==> src/rtl/seq_bit_serializer.sv <==
// seq_bit_serializer: parallel words in over valid/ready, shifted out one bit per clock with a one-word holding register
module seq_bit_serializer #(
  parameter int WIDTH     = 8,
  parameter bit MSB_FIRST = 1'b1
) (
  input  logic             clk,
  input  logic             reset,
  input  logic [WIDTH-1:0] din,
  input  logic             din_valid,
  output logic             din_ready,
  output logic             xout,
  output logic             xout_valid,
  output logic             last_bit,
  output logic             busy
);
  localparam int CW = $clog2(WIDTH);
  typedef enum logic {IDLE, SHIFT} state_t;
  state_t           r_state;
  logic [WIDTH-1:0] r_sh, r_hold;
  logic [CW-1:0]    r_cnt;
  logic             r_hfull, r_xout, r_xv, r_last;
  logic [WIDTH-1:0] w_next;
  logic             w_load;
  function automatic logic head(input logic [WIDTH-1:0] w);
    return MSB_FIRST ? w[WIDTH-1] : w[0];
  endfunction
  assign din_ready  = !r_hfull && !reset;
  assign busy       = (r_state == SHIFT) || r_hfull;
  assign w_next     = MSB_FIRST ? r_sh << 1 : r_sh >> 1;
  // reload happens from IDLE or right after the last bit, giving gapless words
  assign w_load     = r_hfull && (r_state == IDLE || r_cnt == '0);
  assign xout       = r_xout;
  assign xout_valid = r_xv;
  assign last_bit   = r_last;
  always_ff @(posedge clk) begin
    if (reset) begin
      r_state <= IDLE;
      r_sh    <= '0;
      r_hold  <= '0;
      r_cnt   <= '0;
      r_hfull <= 1'b0;
      r_xout  <= 1'b0;
      r_xv    <= 1'b0;
      r_last  <= 1'b0;
    end else begin
      if (w_load) begin
        r_state <= SHIFT;
        r_sh    <= r_hold;
        r_cnt   <= CW'(WIDTH - 1);
        r_hfull <= 1'b0;
        r_xout  <= head(r_hold);
        r_xv    <= 1'b1;
        r_last  <= 1'b0;
      end else if (r_state == SHIFT && r_cnt != '0) begin
        r_sh    <= w_next;
        r_cnt   <= r_cnt - 1'b1;
        r_xout  <= head(w_next);
        r_last  <= (r_cnt == CW'(1));
      end else begin
        r_state <= IDLE;
        r_xout  <= 1'b0;
        r_xv    <= 1'b0;
        r_last  <= 1'b0;
      end
      if (din_valid && din_ready) begin
        r_hold  <= din;
        r_hfull <= 1'b1;
      end
    end
  end
endmodule

==> config.mk <==
export PLATFORM = sky130hd
export DESIGN_NAME = seq_bit_serializer
export DESIGN_NICKNAME = d
export VERILOG_FILES = /design/src/rtl/seq_bit_serializer.sv
export SDC_FILE = /design/constraint.sdc
export NUM_CORES = 1
export LEC_CHECK = 0
export ABC_CLOCK_PERIOD_IN_PS = 1330
export CORE_MARGIN = 3
export CORE_UTILIZATION = 46
export DETAILED_ROUTE_END_ITERATION = 7
export PLACE_DENSITY = 0.77
export SKIP_LAST_GASP = 1
export SLEW_MARGIN = 20
export SYNTH_ARGS = -nofsm -noshare
export SYNTH_HDL_FRONTEND = slang
export SYNTH_SLANG_ARGS = --single-unit
==> constraint.sdc <==
create_clock -name clk -period 1.33 [get_ports clk]
set_clock_uncertainty 0.2 [all_clocks]
set_input_delay 0.266 -clock clk [delete_from_list [all_inputs] [get_ports clk]]
set_output_delay 0.266 -clock clk [all_outputs]
set_load 0.005 [all_outputs]
; ---- Word level (Yosys, flattened, before mapping)
; Cells that the tools add are included.
[op_classes]
eq_ne = 2
bitwise = 2
n_reduce_logical = 13
muxes = 10
n_addsub = 1
[ops]
columns = cell, count
row1 = two-way mux 7 bit, 2
row2 = two-way mux 1 bit, 6
row3 = two-way mux 3 bit, 2
row4 = logical AND 1 bit, 4
row5 = nonzero test 2 bit, 2
row6 = equality test 3 x 1 -> 1 bit (second input constant), 1
row7 = zero test 3 bit, 1
row8 = nonzero test 3 bit, 1
row9 = OR reduction 3 bit, 1
row10 = subtractor 3 x 1 -> 3 bit (second input constant), 1
row11 = zero test 1 bit, 2
row12 = logical OR 1 bit, 2
row13 = inequality test 2 bit (second input constant), 1
row14 = inverter 1 bit, 2
[word_totals]
register_bits = 22
out_inout_bits = 5
inputBits = 11
wordCells = 35

; ---- Longest topological paths before layout
; Gate-level depths: netlist of run 1.
[logic_depth]
ltp_word = 5
depth_mapped = 6
mapped_depth_nobuf = 5

; ---- Worst setup path before layout of run 1
; OpenSTA, ideal clock, no wires.
[synth_path]
path_type = reg-to-reg
from = register r_cnt[0]
to = register r_cnt[0]
period_less_slack_ns = 1.418
path_stages_with_launch = 7
setup_time_ns = 0.066
path_buffers = 1
required_ns = 1.064
arrival_ns = 1.152
setup_slack_ns = -0.088
cell_sequence = dfxtp_1 inv_1 ha_1 nand2b_4 buf_8 a31o_1 a21oi_2
[synth_between]
elab_chain_cells = 4
word_cells_on_any_way = 9
cone_classes = add/sub: 1 / mux: 2 / reduce/logical: 6
[synth_lines]
columns = item, line
row1 = "start, declared", 20  ; logic [CW-1:0] r_cnt;
row2 = "start signal, assigned", 49  ; r_cnt <= CW'(WIDTH - 1);
row3 = "start signal, assigned", 56  ; r_cnt <= r_cnt - 1'b1;
row4 = branches (longest 4 deep; another with subtractor 3 x 1 -> 3 bit), --
; Parallel ways; which one is timed is not known. The select of a mux whose other input is x is not followed.
; A chain may end at the register's enable or synchronous reset.

; ---- Final worst setup path of run 1
[layout_path]
from = register r_hfull
to = output port busy
[layout_between]
elab_chain_cells = 1
[layout_lines]
columns = item, line
row1 = "start, declared", 21  ; logic r_hfull, r_xout, r_xv, r_last;
row2 = "start signal, assigned", 41  ; r_hfull <= 1'b0;
row3 = "start signal, assigned", 50  ; r_hfull <= 1'b0;
row4 = "start signal, assigned", 67  ; r_hfull <= 1'b1;
row5 = logical OR 1 bit, 28  ; assign busy = (r_state == SHIFT) || r_hfull;
row6 = "end, declared", 14  ; output logic busy
; No other way between the ends.

==> results of run 1 <==
[metrics by stage]
step                total power [W]  hold WS (ns)  setup WS, ns  utilization (%)
finish                     0.001572        0.2846       -0.1443            73.65
global route               0.001638        0.3031       -0.1759            73.65
CTS                        0.001522        0.2714       -0.1472            68.75
detailed placement         0.001083        0.2538       -0.4287            61.70
global placement           0.001071        0.2458       -0.4448            61.70
floorplan                 0.0009684        0.1395       0.01433                -
[power groups by stage]
stage | Clock [W] | Combinational (W) | Sequential, W
2_1_floorplan | 0 | 0.000229 | 0.000740
3_3_place_gp | 0 | 0.000331 | 0.000740
3_5_place_dp | 0 | 0.000341 | 0.000743
4_1_cts | 0.000381 | 0.000411 | 0.000730
5_1_grt | 0.000403 | 0.000498 | 0.000737
6_report | 0.000374 | 0.000465 | 0.000732
[metal layers]
layer  GRT usage (%)  up-vias  wire length, um
li1                -      430                -
met1           20.89      446             1076
met2           33.88       12             1283
met3           2.535        4               76
met4           7.660        0               36
met5               0        -                0
[sequential cells by signal, summed over array words and instances (netlist names)]
register    flops
r_hold          8
r_hfull         1
xout            1
last_bit        1
xout_valid      1
r_sh            7
r_cnt           3
[synth_stat cells, types with 2 or more instances]
| library cell | number |
|---|---|
| sky130_fd_sc_hd__mux2i_1 | 7 |
| sky130_fd_sc_hd__a221oi_2 | 6 |
| sky130_fd_sc_hd__buf_2 | 3 |
| sky130_fd_sc_hd__nor2_1 | 3 |
| sky130_fd_sc_hd__ha_1 | 3 |
| sky130_fd_sc_hd__dfxtp_1 | 22 |
| sky130_fd_sc_hd__nor3_1 | 2 |
| sky130_fd_sc_hd__a21oi_2 | 2 |
| sky130_fd_sc_hd__a211oi_1 | 3 |
| sky130_fd_sc_hd__a21oi_1 | 9 |
| sky130_fd_sc_hd__nor2b_1 | 7 |
| sky130_fd_sc_hd__nand2_1 | 17 |
| sky130_fd_sc_hd__buf_8 | 2 |
| sky130_fd_sc_hd__inv_1 | 3 |
[timing repair]
action / CTS / global route
buffers inserted: 5 / 0
setup endpoints to repair: 24 / 27
cloned: 1 / 1
pin swaps: 5 / 4
gates resized for setup: 38 / 23
[cells by family after synthesis]
kind of cell | Yosys count | synth area share, %
AO/OA/AOI/OAI | 23 | 19.25
adder cells (fa/ha/maj) | 3 | 3.632
buffers and inverters | 11 | 7.627
flip-flops | 22 | 42.61
multiplexers | 7 | 6.780
AND/OR/NAND/NOR | 38 | 20.10
[layout make-up]
class                      instances  area share (%)
multi-input combinational         72           43.01
timing repair buffer              34           21.46
inverter                           3          0.9151
tap                               27           2.246
sequential                        22           29.95
clock buffer                       4           2.413
[worst max-delay path, delay by kind of cell, from the launching register on]
kind	cells	cell delay (ns)
AND/OR/NAND/NOR	1	0.20
flip-flops	1	0.38
buffers and inverters	1	0.12
[final timing paths]
kind                  start         to  depth (start not counted)
setup / recovery    r_hfull       busy                          2
hold / removal    r_hold[5]  r_hold[5]                          2
setup reg to reg    r_hfull  r_hold[0]                          6
hold reg to reg   r_hold[5]  r_hold[5]                          2
==> parameters.txt, run 1 <==
Parameter                              Value

Outcome
  Outcome    complete, but fails checks
  Violated checks    negative setup slack

Detailed routing
  Total Routed Length    approximately 2500 um
  Via count of the routed design    892
  DR pass1 iterations    4
  Number of remaining DRC errors    0
  Post-detailed-route count of antenna-violating nets    0
  Routed wire per std cell    roughly 15 um
  Avg Vias per Cell    between 5 and 6
  Iteration-0 DRC Markers    5

CTS
  H-tree depth    1
  CTS clk-pin slew, worst paths    about 0.13 ns
  Maximum buffer depth of the clock tree    2
  Number of buffers inserted by hold repair at cts    0
  Total clock buffers created by CTS    3
  Clock latency of the later-clocked register in the worst-skew pair    0.31 ns
  Buffer type at the clock tree root    sky130_fd_sc_hd__clkbuf_4
  TritonCTS clock tree    yes
  Number of sinks on the clock net    22

Power and ir drop
  Lkg Pwr    0.5722 nW
  Peak supply drop    0.9162 mV
  Sequential fraction of design power    46.6%
  Internal power    0.001116 W
  Relative contribution of the clock network to total power    23.8%
  Switching part of the total power    29.00%
  Relative contribution of combinational cells to total power    29.6%
  NetSw    0.0004558 W
  Total power density per cell area    1045 mW/mm^2

Floorplan
  Die Width    53.40 um
  Height of the die    53.40 um
  Die area    0.002852 sq mm
  Initial core utilization    roughly 50%
  # rows    16
  Core outline area    between 0.002 and 0.0025 sq mm
  I/O Pins    16

Setup path
  Reg-to-reg setup timing slack    -0.10 ns
  Sequence of cells on the critical path    or2_1, buf_2
  Worst path required time    about 0.86 ns
  Type of element capturing the critical path    output port
  Cell at the slowest stage of the critical path    sky130_fd_sc_hd__dfxtp_4
  Type of element launching the critical path    flop
  Critical path peak fanout    4
  Max stage delay on crit path    0.38 ns
  Startpoint-to-endpoint class of the critical path    reg -> out
  Worst Path Arrival    just over 1 ns

STA
  RSZ-0062 raised after global routing    yes
  Tightest Pin Transition    0.3604 ns
  Relative max-transition margin    75.97%
  Achievable frequency    0.6783 GHz
  Min setup slack post-route    -0.1443 ns
  Final hold vios    0
  Final-report max-slew violation count    0
  Final setup viols    19
  Fraction of the cycle the final worst path needs    110.8%
  Accumulated negative setup slack    -1.118 ns
  Final critical-path required period    1.474 ns

Cells and area
  Highest-count cells in the layout ignoring fill and taps    sky130_fd_sc_hd__dfxtp_1 (16), sky130_fd_sc_hd__buf_4 (13), sky130_fd_sc_hd__nand2_1 (11), sky130_fd_sc_hd__a21oi_2 (10), sky130_fd_sc_hd__clkdlybuf4s50_1 (9)
  Area Growth Syn to Fin    45.52%
  Footprint of the multi-input gates    646.9 sq um
  Final Cell Area    0.001504 sq mm
  Number of filler cells placed in the layout    142
  Number of nets in the layout    150
  Sequential cell area    450.4 sq um
  Post-layout instance count excluding filler cells    162
  Ratio of cells with drive above 1 in the final layout    52.59%
  Most common cell after layout, fill and taps aside    sky130_fd_sc_hd__dfxtp_1
  Antenna diode count    0

Synthesis
  Synth area leaders    sky130_fd_sc_hd__dfxtp_1 (43%), sky130_fd_sc_hd__a221oi_2 (8.7%), sky130_fd_sc_hd__mux2i_1 (6.8%), sky130_fd_sc_hd__nand2_1 (6.2%), sky130_fd_sc_hd__a21oi_1 (4.4%)
  Synthesized cell area    0.001033 sq mm
  Mean Syn Cell Area    about 10 sq um
  Dominant cell type by area after synthesis    sky130_fd_sc_hd__dfxtp_1
  Total nets after synthesis    118
  Async SR Flop Fraction    0%
  Netlist cell types    29
  Sequential cell area fraction in the yosys report    42.62%
  Primary FF master, synth    sky130_fd_sc_hd__dfxtp_1
  Number of instances in the synthesized netlist    104
  Number of synthesized flops with an enable pin    0
  Post-synthesis sequential element count    22
  Yosys synthesis warning count    0
  Area share of the largest cell type after synthesis    42.62%

Global route
  Number of global-route vias before repair    878
  Global-route wire length before repair    3836 um
  Pin count of the biggest net entering global routing    24
  Combined global-route utilization of all metal layers    18.46%
  Total overflow reported by the global router    0
  Antenna violations before repair    0

Job
  Max cap viols    0

Place
  Number of input and output port buffers inserted    15
  Placed cells    151
  DPL Wire Length    1462 um
  Final estimated routing congestion in global placement    0.7468
  Dpl cell area    0.001260 sq mm

Hold path
  Type of the most critical hold path    reg -> reg
(Power assumes the default switching activity.)
==> run 2: changes to the inputs <==
--- a/config.mk
+++ b/config.mk
@@ -6,9 +6,9 @@
 export NUM_CORES = 1
 export LEC_CHECK = 0
 export ABC_CLOCK_PERIOD_IN_PS = 1330
-export CORE_MARGIN = 3
 export CORE_UTILIZATION = 46
 export DETAILED_ROUTE_END_ITERATION = 7
+export GPL_TIMING_DRIVEN = 0
 export PLACE_DENSITY = 0.77
 export SKIP_LAST_GASP = 1
 export SLEW_MARGIN = 20
==> run 2 against run 1 <==
The flow still finishes with violations (negative setup slack). Die area down 14%. Combinational power fell by 0.9%. Sequential share of layout area is 0.59 points higher. Final cell count did not move. Power grew 9.6%. Fmax fell by 6.3%. Clock power rose by 40%. Hold slack worse by 0.27 ns. Routed wire length fell by 2.3%. Global-route usage up 1.8 points. Sequential power is 0.8% higher. First-iteration DRC count shrank 40%. Critical path type unchanged. Critical endpoint unchanged. Largest cell class unchanged.
==> parameters.txt, run 2 (synthesis gave the netlist of run 1 again) <==
Parameter                              Value

Power and ir drop
  Overall power after layout    0.001723 W
  Lkg Pwr    0.5766 nW
  Peak supply drop    1.127 mV
  Total power density per cell area    1165 mW/mm^2

Place
  Placed cells    146
  Final estimated routing congestion in global placement    0.7903
  Number of input and output port buffers inserted    15
  DPL Wire Length    1455 um

Floorplan
  Core outline area    roughly 0.0020 sq mm
  Die area    around 0.0024 sq mm
  Die Width    roughly 50 um
  Height of the die    49.40 um
  # rows    16
  Initial core utilization    50.61%
  I/O Pins    16

CTS
  Total clock buffers created by CTS    3
  CTS clk-pin slew, worst paths    0.13 ns
  Number of buffers inserted by hold repair at cts    0
  Clock latency of the later-clocked register in the worst-skew pair    0.32 ns
  TritonCTS clock tree    yes
  Maximum buffer depth of the clock tree    2
  Number of sinks on the clock net    22
  H-tree depth    1
  Buffer type at the clock tree root    sky130_fd_sc_hd__clkbuf_4

Cells and area
  Number of nets in the layout    150
  Largest registers    r_hold: 8 flops, r_sh: 7 flops, r_cnt: 3 flops
  Largest register by flop count    r_hold
  Highest-count cells in the layout ignoring fill and taps    sky130_fd_sc_hd__nand2_1 (17), sky130_fd_sc_hd__dfxtp_1 (17), sky130_fd_sc_hd__buf_4 (10), sky130_fd_sc_hd__a21oi_1 (9), sky130_fd_sc_hd__clkdlybuf4s50_1 (9)
  Ratio of cells with drive above 1 in the final layout    42.22%
  Footprint of the multi-input gates    approximately 600 sq um
  Max FFs per register    8
  Area Growth Syn to Fin    43.10%
  Post-layout instance count excluding filler cells    162
  Fin util    between 70 and 80%
  Number of filler cells placed in the layout    162
  Sequential cell area    451.7 sq um
  Antenna diode count    0

Global route
  Combined global-route utilization of all metal layers    approximately 20%
  Antenna violations before repair    0
  Total overflow reported by the global router    0
  Global-route wire length before repair    3705 um
  Pin count of the biggest net entering global routing    14
  Number of global-route vias before repair    829

STA
  Achievable frequency    0.6353 GHz
  Fraction of the cycle the final worst path needs    118.3%
  Final hold vios    0
  Final critical-path required period    ~1.6 ns
  Final setup viols    15
  Min setup slack post-route    -0.2440 ns
  RSZ-0062 raised after global routing    yes
  Relative max-transition margin    81.47%
  Final-report max-slew violation count    0
  Tightest Pin Transition    0.2779 ns
  Accumulated negative setup slack    -1.060 ns

Detailed routing
  Total Routed Length    2416 um
  DR pass1 iterations    4
  Iteration-0 DRC Markers    3
  Routed wire per std cell    14.91 um
  Avg Vias per Cell    5.302
  Post-detailed-route count of antenna-violating nets    0
  Number of remaining DRC errors    0
  Via count of the routed design    859

Outcome
  Violated checks    negative setup slack
  Outcome    complete, but fails checks

Setup path
  Startpoint-to-endpoint class of the critical path    reg -> out
  Max stage delay on crit path    0.37 ns
  Crit path from    xout_valid
  Type of element launching the critical path    flop
  Reg-to-reg setup timing slack    -0.06 ns
  Cell at the slowest stage of the critical path    sky130_fd_sc_hd__dfxtp_4
  Critical path peak fanout    2
  CP bufs+invs    2
  Worst Path Arrival    1.11 ns
  Launch point of the worst reg-to-reg path    r_cnt[0]
  Worst path top cell family by delay    flip-flops
  Worst path required time    0.86 ns
  Type of element capturing the critical path    output port
  Sequence of cells on the critical path    buf_6, or2_1, buf_2

Hold path
  Hold_sp    reset
  Type of the most critical hold path    in -> reg

Job
  Max cap viols    0
## run 2: cell count changes in the layout (fill, tap and decap cells not counted), sizes merged
cell / before / now
bufinv: 0 / 1
nand2b: 3 / 2
## run 2: routing by layer
layer	vias to the layer above	wire length (um)	GRT usage [%]
met2	10	1343	37.67
met4	0	40	6.190
met3	5	43	2.804
met5	-	0	0
met1	417	988	23.62
li1	427	-	-
## run 2: path summary, 6_finish.rpt
check | cells after the start | endpoint
max | 3 | busy
min | 2 | last_bit
max reg2reg | 6 | r_cnt[0]
min reg2reg | 2 | r_hold[6]
## run 2: cell type report
class	instances	share of cell area, %
tap	27	2.284
buffer	6	3.723
inverter	3	1.100
timing repair buffer	29	17.94
clock buffer	3	1.523
multi-input combinational	71	40.86
clock inverter	1	2.030
sequential	22	30.54
## run 2: worst reg2reg max path, cell delays in order, from the launching register on
cell	delay, ns
sky130_fd_sc_hd__dfxtp_2	0.36
sky130_fd_sc_hd__inv_4	0.07
sky130_fd_sc_hd__ha_4	0.15
sky130_fd_sc_hd__nand2b_4	0.12
sky130_fd_sc_hd__buf_8	0.16
sky130_fd_sc_hd__a31o_1	0.18
sky130_fd_sc_hd__a21oi_2	0.09
## run 2: through the flow
stage / worst slack (ns) / hold WS, ns / instance area, sq um
6_report: -0.2440 / 0.01255 / 1479
5_1_grt: -0.2714 / 0.01383 / 1479
4_1_cts: -0.2350 / 0.1628 / 1450
3_5_place_dp: -0.9370 / 0.2529 / 1230
3_3_place_gp: -0.9025 / 0.2488 / 1230
2_1_floorplan: 0.01433 / 0.1395 / 1046
## run 2: what timing repair did
action                     CTS  global route
cloned                       1             0
resized for setup           39             8
setup endpoints to repair   21            18
pin swaps                   12             8
setup buffers               11             3
## run 2: power breakdown
part / switching (W) / total, W / internal [W]
Combinational: 0.000213 / 0.000461 / 0.000249
Clock: 0.000219 / 0.000523 / 0.000305
Sequential: 0.0000350 / 0.000738 / 0.000703
==> run 3: changes to the inputs <==
--- a/config.mk
+++ b/config.mk
@@ -5,11 +5,11 @@
 export SDC_FILE = /design/constraint.sdc
 export NUM_CORES = 1
 export LEC_CHECK = 0
-export ABC_CLOCK_PERIOD_IN_PS = 1330
-export CORE_UTILIZATION = 46
+export CORE_ASPECT_RATIO = 0.7
+export CORE_UTILIZATION = 55
 export DETAILED_ROUTE_END_ITERATION = 7
 export GPL_TIMING_DRIVEN = 0
-export PLACE_DENSITY = 0.77
+export PLACE_DENSITY = 0.85
 export SKIP_LAST_GASP = 1
 export SLEW_MARGIN = 20
 export SYNTH_ARGS = -nofsm -noshare
==> constraint.sdc (replaced) <==
create_clock -name clk -period 1.9 [get_ports clk]
set_clock_uncertainty 0.2 [all_clocks]
set_input_delay 0.38 -clock clk [delete_from_list [all_inputs] [get_ports clk]]
set_output_delay 0.38 -clock clk [all_outputs]
set_load 0.005 [all_outputs]
==> run 3 against run 2 <==
The flow now finishes without violations. Core utilization is 4.2 points higher. Routed wire length is 8.9% lower. Power is 36% lower. Final cell count is 10% lower. Hold slack better by 0.26 ns. Clock-buffer cell count stayed put. Global-route usage is 5.2 points higher. Setup slack better by 0.32 ns. Critical endpoint is now din_ready. Largest cell class unchanged. Highest routed layer unchanged.
==> parameters.txt, run 3 (synthesis gave the netlist of run 1 again) <==
Parameter                              Value

CTS
  Clock latency of the later-clocked register in the worst-skew pair    0.32 ns
  Number of sinks on the clock net    22
  TritonCTS clock tree    yes
  Maximum buffer depth of the clock tree    2
  CTS clk-pin slew, worst paths    0.13 ns
  H-tree depth    1
  Total clock buffers created by CTS    3
  Number of buffers inserted by hold repair at cts    0
  Buffer type at the clock tree root    sky130_fd_sc_hd__clkbuf_4

STA
  Final hold vios    0
  Tightest Pin Transition    approximately 0.27 ns
  Relative max-transition margin    82.08%
  Final critical-path required period    about 1.8 ns
  Fraction of the cycle the final worst path needs    95.78%
  Achievable frequency    0.5495 GHz
  Final setup viols    0
  RSZ-0062 raised after global routing    no
  Worst hold slack after final layout    approximately 0.27 ns
  Final-report max-slew violation count    0
  Min setup slack post-route    ~0.08 ns

Global route
  Combined global-route utilization of all metal layers    25.43%
  Global-route wire length before repair    3525 um
  Antenna violations before repair    0
  Number of global-route vias before repair    735
  Total overflow reported by the global router    0
  Pin count of the biggest net entering global routing    17

Cells and area
  Ratio of cells with drive above 1 in the final layout    20.97%
  Max FFs per register    8
  Area Growth Syn to Fin    23.49%
  Largest register by flop count    r_hold
  Number of nets in the layout    139
  Highest-count cells in the layout ignoring fill and taps    sky130_fd_sc_hd__dfxtp_1 (20), sky130_fd_sc_hd__nand2_1 (17), sky130_fd_sc_hd__clkdlybuf4s50_1 (12), sky130_fd_sc_hd__a21oi_1 (9)
  Antenna diode count    0
  Most common cell after layout, fill and taps aside    sky130_fd_sc_hd__dfxtp_1
  Largest registers    r_hold: 8 flops, r_sh: 7 flops, r_cnt: 3 flops

Floorplan
  Height of the die    38.27 um
  Core outline area    about 0.0017 sq mm
  # rows    12
  Initial core utilization    62.01%
  Die Width    53.81 um
  Die area    0.002059 sq mm
  I/O Pins    16

Setup path
  Type of element launching the critical path    input pin
  CP bufs+invs    3
  Type of element capturing the critical path    output port
  Cell at the slowest stage of the critical path    sky130_fd_sc_hd__dlygate4sd2_1
  Most common cell type on the critical path    sky130_fd_sc_hd__dlygate4sd2_1
  Critical path peak fanout    10
  Worst Path Arrival    1.24 ns
  Launch point of the worst reg-to-reg path    r_cnt[0]
  Startpoint-to-endpoint class of the critical path    in -> out
  Worst path required time    1.32 ns
  Crit path from    reset
  Worst path top cell family by delay    buffers and inverters
  Max stage delay on crit path    0.34 ns
  Sequence of cells on the critical path    dlygate4sd2_1, clkbuf_8, nor2_1, dlygate4sd2_1

Detailed routing
  Routed wire per std cell    between 15 and 20 um
  Via count of the routed design    843
  Avg Vias per Cell    5.814
  Number of remaining DRC errors    0
  Iteration-0 DRC Markers    23
  DR pass1 iterations    4
  Post-detailed-route count of antenna-violating nets    0
  Total Routed Length    2200 um

Power and ir drop
  Lkg Pwr    0.4997 nW
  Peak supply drop    0.8017 mV
  Total power density per cell area    859.9 mW/mm^2

Place
  DPL Wire Length    1595 um
  Number of input and output port buffers inserted    15
  Setup WS pre-CTS    -0.5621 ns
  Final estimated routing congestion in global placement    0.7710

Job
  Max cap viols    0

Outcome
  Outcome    finished, final reports clean

Hold path
  Hold_sp    r_hold[5]
  Type of the most critical hold path    reg -> reg
-- run 3: cell count changes in the layout (fill, tap and decap cells not counted), moves of 2 or more --
cell                              previous run  this run
sky130_fd_sc_hd__buf_2                       5         3
sky130_fd_sc_hd__buf_4                      10         2
sky130_fd_sc_hd__dfxtp_1                    17        20
sky130_fd_sc_hd__nor3_1                      0         2
sky130_fd_sc_hd__clkdlybuf4s50_1             9        12
sky130_fd_sc_hd__inv_4                       2         0
sky130_fd_sc_hd__a211oi_2                    3         0
sky130_fd_sc_hd__a211oi_1                    0         3
sky130_fd_sc_hd__ha_1                        1         3
sky130_fd_sc_hd__ha_4                        2         0
sky130_fd_sc_hd__inv_1                       1         3
sky130_fd_sc_hd__dfxtp_2                     3         1
sky130_fd_sc_hd__buf_6                       4         0
-- run 3: layout make-up --
cell class                      count  area (sq um)
Timing Repair Buffer               18         167.7
Sequential cell                    22         445.4
Buffer                              6         58.81
Fill cell                         109         390.4
Clock inverter                      1         30.03
Tap cell                           21         26.28
Clock buffer                        3         22.52
Inverter                            3         11.26
Multi-Input combinational cell     71         514.2
-- run 3: power breakdown --
part           switching (W)  internal, W  total [W]
Combinational       0.000112     0.000106   0.000218
Sequential         0.0000228     0.000491   0.000514
Clock               0.000152     0.000214   0.000365
-- run 3: per-stage QoR --
stage / util, % / cell area [sq um] / power (W) / TNS [ns] / instances
final: 76.58 / 1276 / 0.001097 / 0 / 145
after global routing: 76.58 / 1276 / 0.001147 / 0 / 145
after global placement: 72.60 / 1210 / 0.0007268 / -0.5347 / 140
after detailed placement: 72.60 / 1210 / 0.0007395 / -0.5621 / 140
after CTS: 75.53 / 1259 / 0.001096 / 0 / 143
after floorplan: - / 1033 / 0.0006706 / 0 / 104
-- run 3: worst paths after layout --
kind	end	slack, ns	cells after the start
worst max-delay path	din_ready	0.08	4
worst min-delay path	r_hold[5]	0.27	2
worst min register to register	r_hold[5]	0.27	2
worst max register to register	r_cnt[0]	0.32	6
-- run 3: layer usage --
| layer | up-vias | track usage (%) | share of wire, % |
|---|---|---|---|
| met5 | - | 0 | 0 |
| met2 | 36 | 39.51 | 48 |
| met3 | 7 | 8.730 | 7.2 |
| met4 | 0 | 11.18 | 2.0 |
| met1 | 397 | 31.71 | 43 |
| li1 | 403 | - | - |
-- run 3: tightest hold or removal path: cells and delay by family (launching register included) --
family / cells / cell delay [ns]
compound gates: 1 / 0.05
flops: 1 / 0.34
simple gates: 1 / 0.05
-- run 3: what timing repair did --
action | in CTS | in global routing
setup buffers | 1 | 2
resized for setup | 9 | 2
endpoints found under the setup margin | 3 | 2
